### config.mk
export PLATFORM = sky130hd
export DESIGN_NAME = async_fifo_rd_drain_flat
export DESIGN_NICKNAME = d
export VERILOG_FILES = /design/src/rtl/async_fifo_rd_drain_if.sv /design/src/rtl/async_fifo_rd_drain.sv /design/src/flat_wrapper.sv
export SDC_FILE = /design/constraint.sdc
export NUM_CORES = 1
export LEC_CHECK = 0
export ABC_AREA = 1
export CORE_MARGIN = 5
export CORE_UTILIZATION = 55
export CTS_BUF_LIST = sky130_fd_sc_hd__clkbuf_8
export CTS_CLUSTER_DIAMETER = 60
export DETAILED_ROUTE_END_ITERATION = 8
export PLACE_DENSITY = 0.85
export SLEW_MARGIN = 30
export SYNTH_ARGS = -nofsm -noshare
export SYNTH_HDL_FRONTEND = slang
export SYNTH_SLANG_ARGS = --single-unit
### constraint.sdc
create_clock -name rclk -period 3.1 [get_ports rclk]
set_clock_uncertainty 0.15 [all_clocks]
set_input_delay 0.93 -clock rclk [delete_from_list [all_inputs] [get_ports rclk]]
set_output_delay 0.93 -clock rclk [all_outputs]
set_load 0.01 [all_outputs]
### src/rtl/async_fifo_rd_drain_if.sv
// async_fifo_rd_drain_if: valid/ready output stream carrying drained FIFO words, last-beat and checksum-beat markers
interface async_fifo_rd_drain_if #(parameter int DSIZE = 8);
  logic [DSIZE-1:0] m_data;
  logic             m_valid;
  logic             m_ready;
  logic             m_last;
  logic             m_csum;
  modport master(output m_data, m_valid, m_last, m_csum, input m_ready);
  modport slave(input m_data, m_valid, m_last, m_csum, output m_ready);
endinterface

### src/rtl/async_fifo_rd_drain.sv
// async_fifo_rd_drain: paced read-side FIFO drain into BURST_LEN bursts; RD_DRAIN_BURST_CSUM_EN appends an XOR checksum beat
module async_fifo_rd_drain #(
  parameter int DSIZE       = 8,
  parameter int BURST_LEN   = 512,
  parameter int IDLE_CYCLES = 2
) (
  input  logic                   rclk,
  input  logic                   rrst,
  input  logic                   en,
  input  logic                   rempty,
  input  logic [DSIZE-1:0]       rdata,
  output logic                   rinc,
  async_fifo_rd_drain_if.master  m,
  output logic                   busy,
  output logic [15:0]            burst_cnt
);
  localparam int BW = $clog2(BURST_LEN);
  localparam int GW = IDLE_CYCLES > 1 ? $clog2(IDLE_CYCLES) : 1;
  localparam logic [BW-1:0] LAST_BEAT = BW'(BURST_LEN - 1);
  localparam logic [GW-1:0] GAP_MAX   = GW'(IDLE_CYCLES > 0 ? IDLE_CYCLES - 1 : 0);
  typedef enum logic [1:0] {
    IDLE,
    FETCH,
`ifdef RD_DRAIN_BURST_CSUM_EN
    GAP,
    CSUM
`else
    GAP
`endif
  } state_t;
`ifdef RD_DRAIN_BURST_CSUM_EN
  localparam bit     CSUM_EN = 1'b1;
  localparam state_t END_ST  = CSUM;
`else
  localparam bit     CSUM_EN = 1'b0;
  localparam state_t END_ST  = IDLE;
`endif
  state_t        state, state_nxt;
  logic [BW-1:0] beat;
  logic [GW-1:0] gap;
  logic          free, accept, pop, final_pop;
  assign free      = !m.m_valid || m.m_ready;
  assign accept    = m.m_valid && m.m_ready;
  assign pop       = rinc;
  assign final_pop = pop && beat == LAST_BEAT;
  always_ff @(posedge rclk)
    if (rrst) state <= IDLE;
    else      state <= state_nxt;
  always_comb begin
    state_nxt = state;
    case (state)
      IDLE:  state_nxt = en ? FETCH : IDLE;
      FETCH: state_nxt = !pop ? FETCH : final_pop ? END_ST : IDLE_CYCLES > 0 ? GAP : FETCH;
      GAP:   state_nxt = gap == GAP_MAX ? FETCH : GAP;
`ifdef RD_DRAIN_BURST_CSUM_EN
      CSUM:  state_nxt = accept && m.m_csum ? IDLE : CSUM;
`endif
      default: state_nxt = IDLE;
    endcase
  end
  always_comb begin
    rinc = state == FETCH && !rempty && free && !rrst;
    busy = state != IDLE || (m.m_valid && m.m_last);
  end
  always_ff @(posedge rclk)
    if (rrst) gap <= '0;
    else      gap <= state == GAP ? gap + 1'b1 : '0;
  always_ff @(posedge rclk)
    if (rrst || (state == IDLE && en)) beat <= '0;
    else if (pop)                      beat <= beat + 1'b1;
`ifdef RD_DRAIN_BURST_CSUM_EN
  logic [DSIZE-1:0] acc;
  logic             csum_load;
  // the checksum beat loads once, into a free register, while the data word still pending is being accepted
  assign csum_load = state == CSUM && !m.m_csum && free;
  always_ff @(posedge rclk)
    if (rrst || (state == IDLE && en)) acc <= '0;
    else if (pop)                      acc <= acc ^ rdata;
  always_ff @(posedge rclk)
    if (rrst)           m.m_csum <= 1'b0;
    else if (pop)       m.m_csum <= 1'b0;
    else if (csum_load) m.m_csum <= 1'b1;
    else if (accept)    m.m_csum <= 1'b0;
`else
  logic csum_load;
  assign csum_load = 1'b0;
  assign m.m_csum  = 1'b0;
`endif
  always_ff @(posedge rclk)
    if (rrst) begin
      m.m_valid <= 1'b0;
      m.m_data  <= '0;
      m.m_last  <= 1'b0;
    end else if (pop) begin
      m.m_valid <= 1'b1;
      m.m_data  <= rdata;
      m.m_last  <= final_pop && !CSUM_EN;
    end else if (csum_load) begin
      m.m_valid <= 1'b1;
`ifdef RD_DRAIN_BURST_CSUM_EN
      m.m_data  <= acc;
`endif
      m.m_last  <= 1'b1;
    end else if (accept) begin
      m.m_valid <= 1'b0;
      m.m_data  <= '0;
      m.m_last  <= 1'b0;
    end
  always_ff @(posedge rclk)
    if (rrst)                     burst_cnt <= '0;
    else if (accept && m.m_last)  burst_cnt <= burst_cnt + 16'd1;
endmodule
### src/flat_wrapper.sv
// flat-port wrapper written by rule: the top's interface ports become plain ports
module async_fifo_rd_drain_flat 
#(
  parameter int DSIZE       = 8,
  parameter int BURST_LEN   = 512,
  parameter int IDLE_CYCLES = 2
)
  (rclk, rrst, en, rempty, rdata, rinc, busy, burst_cnt, m_m_data, m_m_valid, m_m_last, m_m_csum, m_m_ready);
  async_fifo_rd_drain_if #(.DSIZE(DSIZE)) m_i ();
  input  logic rclk;
  input  logic rrst;
  input  logic en;
  input  logic rempty;
  input  logic [DSIZE-1:0] rdata;
  output logic rinc;
  output logic busy;
  output logic [15:0] burst_cnt;
  output wire logic [$bits(m_i.m_data)-1:0] m_m_data;
  output wire logic [$bits(m_i.m_valid)-1:0] m_m_valid;
  output wire logic [$bits(m_i.m_last)-1:0] m_m_last;
  output wire logic [$bits(m_i.m_csum)-1:0] m_m_csum;
  input wire logic [$bits(m_i.m_ready)-1:0] m_m_ready;
  assign m_m_data = m_i.m_data;
  assign m_m_valid = m_i.m_valid;
  assign m_m_last = m_i.m_last;
  assign m_m_csum = m_i.m_csum;
  assign m_i.m_ready = m_m_ready;
  async_fifo_rd_drain #(.DSIZE(DSIZE), .BURST_LEN(BURST_LEN), .IDLE_CYCLES(IDLE_CYCLES)) u_core (.rclk(rclk), .rrst(rrst), .en(en), .rempty(rempty), .rdata(rdata), .rinc(rinc), .m(m_i), .busy(busy), .burst_cnt(burst_cnt));
endmodule
==> summary.txt, run 1 <==
Placed design
  – Cells after DPL: ~350
  – Post-detail-place hpwl: slightly below 3 mm
  – IO Port Bufs: 40
  – Post-Place Setup Slack: -0.257 ns
  – Placer Congestion: ~0.86

Critical path
  – Reg2Reg Launch Point: u_core.beat[0]
  – Worst Path Max Fanout: 2
  – Critical path type: input port to primary output
  – Worst Path Arrival: around 2.0 ns
  – Worst setup SP type: input port
  – Crit. Startpoint: m_m_ready
  – Critical path required time: 2.02 ns
  – Critical Path End Type: primary output

Floorplanning
  – IO Count: 42
  – Core area: 3100 µm²
  – Rows: 20
  – Die Span X: just under 70 µm
  – Die area: ~4600 µm²
  – Die H: ~68 µm
  – Initial Util: 58.6%

Synth
  – Post-synthesis mux area share: 0%
  – Post-Synth Simple-Gate Area: 36.7%
  – Adder-Cell Fraction of Synth Area: under 10%
  – Post-synth EDFFs: 0
  – Synth Register Bits: 38
  – Synth Area in XOR/XNOR: less than 1%
  – Distinct cells, synth: 32
  – Post-synth top flop: dfxtp_1
  – Mapped Area: about 1800 µm²
  – Cells after Synth: between 200 and 300
  – Yosys warning count: 0
  – Mapped Avg Cell Area: slightly below 7 µm²
  – Main combinational cell family by area after synthesis: simple AND/OR/NAND/NOR gates
  – Register area share after synthesis: a little over two fifths
  – Compound-cell area share of the yosys netlist: 10.1%
  – Async set or reset register ratio after synthesis: 0%
  – Post-synth net total: 281

Cells and area
  – Ant diodes: 0
  – Post-layout util: around three quarters
  – FF/Latch Area: 761 µm²
  – Layout Area Growth over Synthesis: 30.9%
  – Final non-filler cell total: 356
  – Commonest non-fill, non-tap cell in the layout: nand2_1
  – Area of the multi-input gates: ~910 µm²
  – Most frequent cells in the layout: nand2_1 (84), clkdlybuf4s50_1 (39), dfxtp_1 (38), nor2_1 (35), inv_1 (27)
  – Fillcell total: 260
  – Share of cells above drive strength 1: under 10%
  – Final nets: ~330

Clock tree
  – Post-cts gate resize count: 2
  – Total CTS buffers: 5
  – H-tree levels: 2
  – Clk slew on worst S/H paths: ~0.070 ns
  – Clock tree sinks: 38
  – Post-CTS Hold Fix Bufs: 0
  – CTS root buffer: clkbuf_8
  – Longest Clk Path Bufs: 2
  – CTS tree: built
  – Worst-Skew Late Latency: 0.29 ns
  – Buffer count from post-CTS setup fixing: 0

Flow run
  – Max-cap violations: 0

Drt
  – Top Metal Used: met4
  – Via count: 1,797
  – Met1 Wirelength: between 1.5 and 2 mm
  – Final WL: slightly above 4 mm
  – First-pass detailed-route iteration total: 4
  – Post-DRT Antenna Nets: 0
  – Metal3 WL: 274 µm
  – Vias/cell: approximately 5
  – DRC: 0
  – DRT iter0 DRCs: 113
  – Met2 routed WL: approximately 2.0 mm
  – WL/cell: approximately 11 µm

Status
  – Status: finished, final reports clean

Pwr
  – Clock power frac: a little over two fifths
  – Sw frac: 22.4%
  – Pwr Density: approximately 420 nW/µm²
  – Pleak: approximately 0.86 nW
  – Sw Pwr: ~0.22 mW
  – Internal power: 0.768 mW
  – Overall power: approximately 0.99 mW
  – Comb power frac: 7.9%
  – Sequential share of power: between 50% and 60%
  – Worst vdd ir: 0.000373 V

Global routing
  – All-Layer GR Usage: 21.4%
  – Initial antenna violation count: 0
  – Total gr overflow: 0
  – Largest net degree at the start of global routing: 21
  – First-pass GRT wire length: roughly 7.2 mm
  – Vias in the first global route: between 1,500 and 2,000

Timing
  – Tmin final: about 3.0 ns
  – Final period util: 97.7%
  – Final WS setup: 0.0724 ns
  – Slew Viols, Final: 0
  – Final Setup Violations: 0
  – Fmax: roughly 0.33 GHz
  – Final Hold Fails: 0
  – RSZ-0062 raised after global routing: false
  – Setup_tns: 0 ns

Min path
  – Worst Min Path Start: u_core.m.m_data[4]
  – Hold crit path type: flip-flop to flip-flop
-- cell families (layout without fill, tap and decap cells) --
logic type,Yosys count,after routing
compound gates,34,34
fa+ha+maj,3,3
other cells,1,1
buf+inv,36,83
simple gates,152,152
flops,38,38
xor+xnor,1,1
-- worst paths after layout --
kind	end	slack, ns	depth (start not counted)
worst max-delay path	rinc	0.07	6
worst min-delay path	u_core.m.m_data[4]	0.31	2
worst max register to register	u_core.beat[8]	1.42	6
worst min register to register	u_core.m.m_data[4]	0.31	2
-- flip-flops by register name, summed over array words and instances (netlist names) --
signal and flops:
u_core.m.m_data 8, u_core.burst_cnt 16, u_core.gap 1, u_core.beat 9, u_core.state 2, u_core.m.m_last 1
u_core.m.m_valid 1
-- power groups by stage --
stage / registers, mW / logic (mW) / clock network, mW
final: 0.500 / 0.0782 / 0.412
after detailed placement: 0.511 / 0.0781 / 0
after global routing: 0.501 / 0.0853 / 0.449
after CTS: 0.499 / 0.0784 / 0.422
after floorplan: 0.512 / 0.0399 / 0
after global placement: 0.510 / 0.0773 / 0
-- per-stage QoR --
step / hold WS (ns) / area, µm²
finish: 0.312 / 2380
global route: 0.331 / 2380
CTS: 0.314 / 2380
detailed placement: 0.307 / 2270
global placement: 0.299 / 2270
floorplan: 0.300 / 1820
-- critical path: stages --
cell and delay (ns):
clkdlybuf4s50_1 0.51, inv_2 0.04, nand2_2 0.09, nand3_4 0.08, inv_2 0.06, clkdlybuf4s15_1 0.23
-- Yosys cell counts, types with 3 or more instances --
cell type / n / area, µm²
nor2_2: 3 / 18.8
ha_1: 3 / 37.5
nand3_1: 10 / 50.1
nand4_1: 5 / 31.3
dfxtp_1: 38 / 761
a21oi_1: 23 / 115
o21ai_0: 5 / 25.0
inv_1: 27 / 101
inv_2: 3 / 11.3
nor3_1: 3 / 15.0
nand2_1: 85 / 319
nor2_1: 36 / 135
-- per-layer routing --
layer / global-route usage, % / vias to the layer above
met5: 0 / -
met4: 9.37 / 0
met3: 7.82 / 4
met2: 36.0 / 49
met1: 24.1 / 814
li1: - / 930
-- cell type report --
cell class | instances | area share [%]
multi-input cells | 191 | 38.1
flip-flops and latches | 38 | 31.9
repair buffers | 45 | 18.4
inverters | 30 | 4.73
clock buffers | 5 | 2.89
well taps | 44 | 2.31
clock inverters | 3 | 1.68
Power figures use the tool's default switching activity.
==> run 2, diff against run 1 <==
--- a/config.mk
+++ b/config.mk
@@ -5,9 +5,8 @@
 export SDC_FILE = /design/constraint.sdc
 export NUM_CORES = 1
 export LEC_CHECK = 0
-export ABC_AREA = 1
 export CORE_MARGIN = 5
-export CORE_UTILIZATION = 55
+export CORE_UTILIZATION = 54
 export CTS_BUF_LIST = sky130_fd_sc_hd__clkbuf_8
 export CTS_CLUSTER_DIAMETER = 60
 export DETAILED_ROUTE_END_ITERATION = 8
==> run 2 against run 1 <==
Effect of this change:
- maximum frequency is 1.2% lower
- final area down 7.7%
- via count down 19%
- final cell count down 27%
- clock power is 16% lower
- critical endpoint unchanged
- largest power group unchanged
- highest routed layer unchanged
==> summary.txt, run 2 <==
Clock tree
  – Longest Clk Path Bufs: 2
  – CTS root buffer: clkbuf_8
  – Clk slew on worst S/H paths: about 0.070 ns
  – Clock tree sinks: 38
  – H-tree levels: 2
  – Worst-Skew Late Latency: 0.29 ns
  – CTS tree: built
  – Post-CTS Hold Fix Bufs: 0
  – Total CTS buffers: 5

Drt
  – Final WL: ~3.7 mm
  – DRC: 0
  – Via count: about 1,500
  – Post-DRT Antenna Nets: 0
  – First-pass detailed-route iteration total: 4
  – DRT iter0 DRCs: 60
  – WL/cell: roughly 14 µm
  – Vias/cell: 5.60

Status
  – Status: finished, final reports clean

Critical path
  – Reg-to-Reg End: u_core.m.m_last
  – Worst Path Max Fanout: 2
  – Critical Path End Type: primary output
  – Reg2Reg Depth: 5
  – Critical path type: input port to primary output
  – Worst setup SP type: input port
  – Reg2Reg Launch Point: u_core.state[1]
  – Critical path required time: between 2 and 2.5 ns
  – Worst Path Arrival: 1.99 ns
  – R2R setup slack: between 1 and 1.5 ns

Cells and area
  – Fillcell total: between 200 and 250
  – Commonest non-fill, non-tap cell in the layout: dfxtp_1
  – Ant diodes: 0
  – Largest register FFs: 16
  – Most frequent cells in the layout: dfxtp_1 (38), clkdlybuf4s50_1 (37), nor2_1 (31), nand2_1 (14), a22oi_1 (9)
  – Post-layout util: ~73%
  – Share of cells above drive strength 1: around a tenth
  – Layout Area Growth over Synthesis: 31.9%
  – Most flop-heavy register: u_core.burst_cnt
  – Final nets: approximately 240
  – Post-route design area: ~2200 µm²
  – Largest regs: u_core.burst_cnt (16), u_core.beat (9), u_core.m.m_data (8)

Global routing
  – Total gr overflow: 0
  – First-pass GRT wire length: ~6.3 mm
  – All-Layer GR Usage: a little under a fifth
  – Vias in the first global route: between 1,000 and 1,500
  – Largest net degree at the start of global routing: 31
  – Initial antenna violation count: 0

Synth
  – Post-synth top flop: dfxtp_1
  – Post-synth EDFFs: 0
  – Distinct cells, synth: 35
  – Mapped Area: 1670 µm²
  – Post-synth net total: slightly below 200
  – Register area share after synthesis: 45.6%
  – Largest area contributor in the netlist: dfxtp_1
  – Most frequent cells after synthesis: dfxtp_1 (38), nor2_1 (31), nand2_1 (14)
  – Cells after Synth: approximately 180
  – Synth Register Bits: 38
  – Yosys warning count: 0
  – Most common cell in the netlist: dfxtp_1
  – Area contributors post-synth: dfxtp_1 (46%), nor2_1 (7.0%), xor2_1 (4.2%)
  – Async set or reset register ratio after synthesis: 0%
  – Mapped Avg Cell Area: ~9.1 µm²
  – Share of the synthesized area in the top cell type: a little under half

Min path
  – Hold path depth: 1
  – Hold crit path type: flip-flop to flip-flop
  – Worst Min Path Start: u_core.gap
  – Worst Hold End: u_core.gap

Floorplanning
  – Rows: 20
  – Die Span X: about 66 µm
  – Initial Util: 55.5%
  – IO Count: between 40 and 50
  – Die H: between 60 and 70 µm
  – Core area: roughly 3000 µm²
  – Die area: ~4300 µm²

Placed design
  – IO Port Bufs: 40
  – DP Area: around 2100 µm²
  – Post-detail-place hpwl: roughly 2.7 mm
  – Post-Place Setup Slack: -0.645 ns
  – Placer Congestion: approximately 0.87

Pwr
  – Pleak: around 0.79 nW
  – Worst vdd ir: about 0.00032 V
  – Pwr Density: 420 nW/µm²

Flow run
  – Max-cap violations: 0

Timing
  – Fmax: 0.326 GHz
  – Final period util: a little over nine tenths
  – Hold WS: just under 0.3 ns
  – Final WS setup: ~0.034 ns
  – Tmin final: approximately 3 ns
  – Slew Viols, Final: 0
  – RSZ-0062 raised after global routing: false
  – Final Hold Fails: 0
  – Final Setup Violations: 0
[run 2: cell count changes after synthesis, moves of 4 or more]
cell and change:
a22oi_1 +9, nand2_1 -71, xnor2_1 +6, nor2_1 -5, xor2_1 +8, buf_2 +4, mux2i_1 +5, and3_1 +4
or4_1 +4, inv_1 -27, o31ai_1 +4, a21oi_1 -15
[run 2: logic make-up (layout without fill, tap and decap cells)]
logic type / after synthesis / in the layout / share of synthesized area, %
other: 1 / 1 / 0.225
and+or+nand+nor: 83 / 83 / 26.7
buffers and inverters: 12 / 56 / 4.05
AOI/OAI and AO/OA: 26 / 26 / 10.3
DFF: 38 / 38 / 45.6
xor gates and xnor gates: 15 / 15 / 7.88
adders and majority gates: 3 / 3 / 2.25
muxes: 5 / 5 / 3.00
[run 2: timing repair]
item | 4_1_cts | 5_1_grt
resized for setup | 8 | 0
setup buffers | 0 | 0
hold endpoints to repair | 0 | 0
setup endpoints to repair | 1 | 0
[run 2: routing by layer]
metal	wire (µm)	part of all wire [%]	vias up	global-route usage [%]
met4	89	2.4	0	8.81
met5	0	0	-	0
met2	1820	49	43	31.1
met3	183	4.9	8	5.30
li1	-	-	725	-
met1	1660	44	681	21.9
[run 2: report_power, final]
group	switching (mW)	leakage (nW)	internal [mW]
registers	0.00681	0.307	0.495
logic	0.0352	0.440	0.0400
clock network	0.168	0.0472	0.178
total	0.210	0.794	0.713
[run 2: worst max-delay path, stage by stage]
cell and delay, ns:
dlygate4sd2_1 0.24, or4b_4 0.56, nor2_8 0.14, buf_6 0.11
[run 2: how the worst max path moves through the flow]
stage,startpoint,to,slack [ns],depth (start not counted)
global route,rrst,rinc,0.01,4
CTS,rrst,rinc,0.03,4
finish,rrst,rinc,0.03,4
detailed placement,rempty,rinc,-0.65,4
global placement,rempty,rinc,-0.64,4
floorplan,rempty,rinc,0.13,4
[run 2: final cells by class]
type / instances / area (µm²) / share of cell area [%]
well taps: 33 / 41.3 / 1.88
repair buffers: 48 / 459 / 20.9
clock inverters: 2 / 12.5 / 0.569
multi-input cells: 133 / 842 / 38.3
clock buffers: 6 / 82.6 / 3.76
flip-flops and latches: 38 / 761 / 34.6
[run 2: metrics by stage]
| stage | cells | TNS [ns] | power, mW |
|---|---|---|---|
| 2_1_floorplan | 183 | 0 | 0.550 |
| 3_3_place_gp | 252 | -0.638 | 0.586 |
| 3_5_place_dp | 252 | -0.645 | 0.588 |
| 4_1_cts | 260 | 0 | 0.929 |
| 5_1_grt | 260 | 0 | 0.963 |
| 6_report | 260 | 0 | 0.924 |
